### src/rtl/ram_block_mover.sv
// Block FILL / COPY engine that masters the single-port RAM while Busy is high.
// Define RAM_MOVER_CHECKSUM_EN to build the running sum of written words on Checksum.
module ram_block_mover #(
    parameter int ADDR_BITS  = 12,
    parameter int DATA_WIDTH = 16
) (
    input  logic                  Clock,
    input  logic                  Reset,
    input  logic                  Start,
    input  logic                  Op,
    input  logic [ADDR_BITS-1:0]  SrcAddr,
    input  logic [ADDR_BITS-1:0]  DstAddr,
    input  logic [ADDR_BITS:0]    Length,
    input  logic [DATA_WIDTH-1:0] FillValue,
    output logic                  Busy,
    output logic                  Done,
    output logic                  CS,
    output logic                  RW,
    output logic [15:0]           RAM_ADDR,
    output logic [DATA_WIDTH-1:0] RAM_WDATA,
    input  logic [DATA_WIDTH-1:0] RAM_RDATA,
    output logic [DATA_WIDTH-1:0] Checksum
);

    typedef enum logic [2:0] {IDLE, FILL, RD, WR, DONE} state_t;

    state_t                state_q, state_d;
    logic [ADDR_BITS-1:0]  src_q, src_d;
    logic [ADDR_BITS-1:0]  dst_q, dst_d;
    logic [ADDR_BITS:0]    remaining_q, remaining_d;
    logic [DATA_WIDTH-1:0] fill_q, fill_d;
    logic                  cs_q, cs_d;
    logic                  rw_q, rw_d;
    logic [ADDR_BITS-1:0]  addr_q, addr_d;
    logic [DATA_WIDTH-1:0] wdata_q, wdata_d;
    logic                  last_word;

    assign last_word = (remaining_q == {{ADDR_BITS{1'b0}}, 1'b1});

    always_ff @(posedge Clock or posedge Reset) begin
        if (Reset) begin
            state_q     <= IDLE;
            src_q       <= '0;
            dst_q       <= '0;
            remaining_q <= '0;
            fill_q      <= '0;
            cs_q        <= 1'b0;
            rw_q        <= 1'b0;
            addr_q      <= '0;
            wdata_q     <= '0;
        end else begin
            state_q     <= state_d;
            src_q       <= src_d;
            dst_q       <= dst_d;
            remaining_q <= remaining_d;
            fill_q      <= fill_d;
            cs_q        <= cs_d;
            rw_q        <= rw_d;
            addr_q      <= addr_d;
            wdata_q     <= wdata_d;
        end
    end

    // Bus signals are computed one cycle ahead so each RAM cycle comes straight from flops.
    always_comb begin
        state_d     = state_q;
        src_d       = src_q;
        dst_d       = dst_q;
        remaining_d = remaining_q;
        fill_d      = fill_q;
        cs_d        = 1'b0;
        rw_d        = 1'b0;
        addr_d      = addr_q;
        wdata_d     = wdata_q;

        case (state_q)
            IDLE: begin
                if (Start) begin
                    src_d       = SrcAddr;
                    dst_d       = DstAddr;
                    remaining_d = Length;
                    fill_d      = FillValue;
                    if (Length == '0) begin
                        state_d = DONE;
                    end else if (!Op) begin
                        state_d = FILL;
                        cs_d    = 1'b1;
                        rw_d    = 1'b1;
                        addr_d  = DstAddr;
                        wdata_d = FillValue;
                    end else begin
                        state_d = RD;
                        cs_d    = 1'b1;
                        rw_d    = 1'b0;
                        addr_d  = SrcAddr;
                    end
                end
            end
            FILL: begin
                if (last_word) begin
                    state_d = DONE;
                end else begin
                    dst_d       = dst_q + 1'b1;
                    remaining_d = remaining_q - 1'b1;
                    cs_d        = 1'b1;
                    rw_d        = 1'b1;
                    addr_d      = dst_q + 1'b1;
                    wdata_d     = fill_q;
                end
            end
            RD: begin
                state_d = WR;
                cs_d    = 1'b1;
                rw_d    = 1'b1;
                addr_d  = dst_q;
            end
            WR: begin
                if (last_word) begin
                    state_d = DONE;
                end else begin
                    state_d     = RD;
                    src_d       = src_q + 1'b1;
                    dst_d       = dst_q + 1'b1;
                    remaining_d = remaining_q - 1'b1;
                    cs_d        = 1'b1;
                    rw_d        = 1'b0;
                    addr_d      = src_q + 1'b1;
                end
            end
            DONE: begin
                state_d = IDLE;
            end
            default: begin
                state_d = IDLE;
            end
        endcase
    end

    assign Busy     = (state_q == FILL) || (state_q == RD) || (state_q == WR);
    assign Done     = (state_q == DONE);
    assign CS       = cs_q;
    assign RW       = rw_q;
    assign RAM_ADDR = 16'(addr_q);
    // The RAM holds its read data for the whole WR cycle, so copy data bypasses the flops.
    assign RAM_WDATA = (state_q == WR) ? RAM_RDATA : wdata_q;

`ifdef RAM_MOVER_CHECKSUM_EN
    logic [DATA_WIDTH-1:0] checksum_q;

    always_ff @(posedge Clock or posedge Reset) begin
        if (Reset) begin
            checksum_q <= '0;
        end else if (state_q == IDLE && Start) begin
            checksum_q <= '0;
        end else if (cs_q && rw_q) begin
            checksum_q <= checksum_q + RAM_WDATA;
        end
    end

    assign Checksum = checksum_q;
`else
    assign Checksum = '0;
`endif

endmodule

### config.mk
export PLATFORM = sky130hd
export DESIGN_NAME = ram_block_mover
export DESIGN_NICKNAME = d
export VERILOG_FILES = /design/src/rtl/ram_block_mover.sv
export SDC_FILE = /design/constraint.sdc
export NUM_CORES = 1
export LEC_CHECK = 0
export BUFFER_PORTS_ARGS = -buffer_cell sky130_fd_sc_hd__clkbuf_2
export CORE_MARGIN = 2
export CORE_UTILIZATION = 54
export DETAILED_ROUTE_END_ITERATION = 7
export HOLD_SLACK_MARGIN = 0.03
export PLACE_DENSITY = 0.88
export SLEW_MARGIN = 20
export SYNTH_ARGS = -nofsm -noshare
export SYNTH_HDL_FRONTEND = slang
export SYNTH_SLANG_ARGS = --single-unit
### constraint.sdc
create_clock -name Clock -period 2.79 [get_ports Clock]
set_clock_uncertainty 0.15 [all_clocks]
set_input_delay 0 -clock Clock [delete_from_list [all_inputs] [get_ports Clock]]
set_output_delay 0 -clock Clock [all_outputs]
set_load 0.03 [all_outputs]
# Word-level counts from Yosys, hierarchy flattened
# Index checks and enable logic that the tools add are counted.
# classes
n_eq_ne	12
n_mux	33
n_reduce_logical	15
addsub	3
# op_table
operator	count
$mux W12	7
$mux W16	5
$pmux W12 S2	2
$pmux W12 S4	1
$pmux W16 S2	1
$mux W13	2
$pmux W13 S2	1
$add A12 B1 Y12 const B	2
$ne A2 B2 Y1 const B	7
$eq A13 B1 Y1 const B	1
$logic_not A13 Y1	1
$sub A13 B1 Y13 const B	1
$mux W3	4
$pmux W3 S4	1
$reduce_and A5 Y1	2
$eq A3 B2 Y1 const B	2
$mux W1	6
$pmux W1 S3	2
$reduce_and A3 Y1	2
$reduce_bool A2 Y1	3
$reduce_and A2 Y1	2
$reduce_bool A4 Y1	1
$eq A3 B1 Y1 const B	1
$eq A3 B3 Y1 const B	1
other kinds (4)	5
# totals
word_cells	72
ff_bits	86

# Depth between registers and ports, before layout
# logic_depth
depth_word	4
ltp_mapped	9
depth_no_buf	7

# Least setup slack after synthesis
# Ideal clock, no wire load.
# synth_timing
path_kind	register -> register
startpoint	reg remaining_q[0]
endpoint	reg wdata_q[7]
period_less_slack_ns	2.097
stages_incl_launch_ff	9
required_time_ns	2.554
arrival_time_ns	1.861
setup_slack_ns	0.693
setup_ns	0.086
path_cell_list	dfrtp_1 > ha_1 > nor3b_1 > and4_1 > clkbuf_1 > nor3_2 > buf_2 > nor3_1 > nor3_1
# synth_via
elab_chain_len	3
# synth_lines
item	line	source
start: declaration	30	logic [ADDR_BITS:0] remaining_q, remaining_d;
start signal: assignment	55	remaining_q <= remaining_d;
$eq A13 B1 Y1	38	assign last_word = (remaining_q == {{ADDR_BITS{1'b0}}, 1'b1});
$ne A2 B2 Y1 (no source line)	n/a	
$reduce_and A5 Y1 (no source line)	n/a	
end signal: assignment	60	wdata_q <= wdata_d;
end: declaration	35	logic [DATA_WIDTH-1:0] wdata_q, wdata_d;
# No other way between the ends.
# A chain may end at the register's enable or synchronous reset.

# Worst setup path after layout
# layout_timing
startpoint	reg state_q[0]
endpoint	out RAM_WDATA[9]
# layout_via
elab_chain_len	2
# layout_lines
item	line	source
start: declaration	27	state_t state_q, state_d;
start signal: assignment	52	state_q <= state_d;
$eq A3 B2 Y1	145	assign RAM_WDATA = (state_q == WR) ? RAM_RDATA : wdata_q;
$mux W16	145	
end: declaration	20	output logic [DATA_WIDTH-1:0] RAM_WDATA,
# No other way between the ends.

==> metrics.csv <==
metric,value,unit
rows,36,
synth_fa_ha_area_share,0.916,%
antenna_found_initial,0,
diodes,0,
wl_per_cell,16.7,um
cts_tree,done,
synth_edf_count,0,
cts_buffer_depth,2,
synth-seq-cells,86,
final_area,6730,um2
design.portCount,125,
worst_pin_slew,0.862,ns
cts_buffers,9,
overflow,0,
yosysSeqAreaShare,39.4,%
synth_compound_area_share,18.1,%
fp.dieH,105,um
drive_above_1_share,22.3,%
h-tree-depth,3,
required,2.64,ns
r2r_end,remaining_q[12],
place_hpwl,11100,um
max_cap_violations,0,
syn_area,5470,um2
muxShareOfSynthArea,2.77,%
relSlewSlack,42.4,%
r2r_slack,0.35,ns
crit_arrival,2.43,ns
crit_path_start_kind,flip-flop,
multiInputGateArea,2980,um2
first_iter_violations,544,
post-synth-top-area-fraction,39.4,%
reg2regPathDepth,6,
status,"finished, final reports clean",
worst-setup-path-type,flip-flop to primary output,
drc,0,
post_cts_buffers,0,
drtAntennaViolNets,0,
synth_cells,690,
viasPerCell,5.98,
floorplan.die.width,105,um
path_delay_family,simple AND/OR/NAND/NOR gates,
cp_slowest_cell,dfrtp_1,
start_util,55.7,%
max_stage_delay,0.66,ns
p_per_area,469,nW/um2
synthTopCellsByArea,"dfrtp_1 39%, nand2_1 9.5%, a21oi_1 5.1%",
yosys_warnings,0,
finalNonFillerCells,968,
grt_setup_unrepaired,false,
syn2layout_area_growth,23.1,%
endpoint_kind,primary output,
grt_max_degree,45,
clock-sinks,86,
cts_hold_buf,55,
ys.flop_type,dfrtp_1,
core_area,9820,um2
irDropWorstVdd,0.281,mV
synth_top_family_by_area,simple AND/OR/NAND/NOR gates,
placed_cell_area,6010,um2
post-route-period-util,92.4,%
synth_most_common_cell,nand2_1,
period_needed,2.58,ns
yosys-top-cells-count,"138 x nand2_1, 86 x dfrtp_1, 62 x nor2_1",
avgSynthCellArea,7.92,um2
seqCellArea,2150,um2
gp_congestion,0.967,
synthXorXnorAreaFrac,2.56,%
drtPass1Iterations,6,
die_area,10900,um2
port_buffers,104,
wl,16200,um
leakage,3.15,nW
hold_viol,0,
cts_resized,0,
startpoint,state_q[0],
fill_cells,755,
clk_latency,0.37,ns
nets,907,
yosysTopAreaCell,dfrtp_1,
synth_simple_gate_area_share,28.6,%
route.vias.total,5786,
tns,0,ns
first_global_vias,5506,
crit_buf_inv,2,
worstHoldPathType,input port to async pin,
grt_first_pass_wirelength,25900,um
dp_cells,897,
r2r_start,state_q[0],
path_cells,nand2_1 -> nor2_2 -> buf_4 -> nand2_1 -> nand2_1 -> clkbuf_2,
track_usage,29.1,%
max_freq,388,MHz
cp_common_cell,nand2_1,
ys_types,56,
synthArstFlopShare,100,%
path_clk_slew,0.09,ns
setup_viol,0,
clockRootBuffer,clkbuf_8,
drv_slew,0,
crit_fanout,17,
routing by layer:
| metal | routed length (um) | GRT usage (%) |
|---|---|---|
| met2 | 7820 | 48.7 |
| met4 | 664 | 13.6 |
| met1 | 6270 | 36.1 |
| met3 | 1430 | 5.86 |
| met5 | 0 | 2.38 |
power by group:
part	internal [W]	total [W]	switching, W
Combinational	0.000319	0.000772	0.000453
Sequential	0.00137	0.00157	0.000199
Clock	0.000327	0.000812	0.000485
Total	0.00202	0.00316	0.00114
cells by family (layout without fill, tap and decap cells):
group           after synthesis  after routing
compound gates              165            165
xor+xnor                     16             16
fa+ha+maj                     4              4
buf+inv                      80            206
flops                        86             86
mux                          14             14
other cells                   1             20
simple gates                324            324
worst max-delay path by stage:
stage	endpoint	cells past startpoint
global placement	addr_q[3]	5
global route	RAM_WDATA[1]	6
floorplan	CS	1
detailed placement	remaining_q[12]	6
finish	RAM_WDATA[9]	6
CTS	RAM_WDATA[1]	6
cell type report:
type | instances | share of cell area (%)
Timing Repair Buffer | 178 | 18.0
Clock buffer | 9 | 1.84
Multi-Input combinational cell | 543 | 44.3
Clock inverter | 7 | 0.688
Sequential cell | 86 | 32.0
Tap cell | 133 | 2.47
Inverter | 12 | 0.688
stage by stage:
| step | setup slack (ns) | power [W] | hold slack [ns] | utilization [%] |
|---|---|---|---|---|
| 6_report | 0.211 | 0.00316 | 0.139 | 68.5 |
| 5_1_grt | 0.0345 | 0.00328 | 0.207 | 68.5 |
| 4_1_cts | 0.243 | 0.00312 | 0.163 | 68.5 |
| 3_5_place_dp | 0.458 | 0.00227 | 0.00889 | 61.2 |
| 3_3_place_gp | 0.555 | 0.00224 | -0.00997 | 61.2 |
| 2_1_floorplan | 0.418 | 0.00205 | -0.0446 | - |
state kept, by name (all words and copies together) (netlist names):
signal       count
fill_q          16
wdata_q         16
remaining_q     13
addr_q          12
dst_q           12
src_q           12
state_q          3
CS               1
RW               1
tightest hold or removal path, stage by stage:
cell and delay, ns:
dlygate4sd3_1 0.53, clkbuf_2 0.11, clkinv_2 0.52
cell usage in the layout, fill, tap and decap left out, drive strengths merged, types with 19 or more instances in the layout:
| cell | count |
|---|---|
| a21oi | 57 |
| buf | 19 |
| clkbuf | 113 |
| conb | 20 |
| dfrtp | 86 |
| dlygate4sd3 | 55 |
| nand2 | 138 |
| nand3 | 20 |
| nor2 | 71 |
| nor3 | 50 |
| o21ai | 49 |
(Power assumes the default switching activity.)
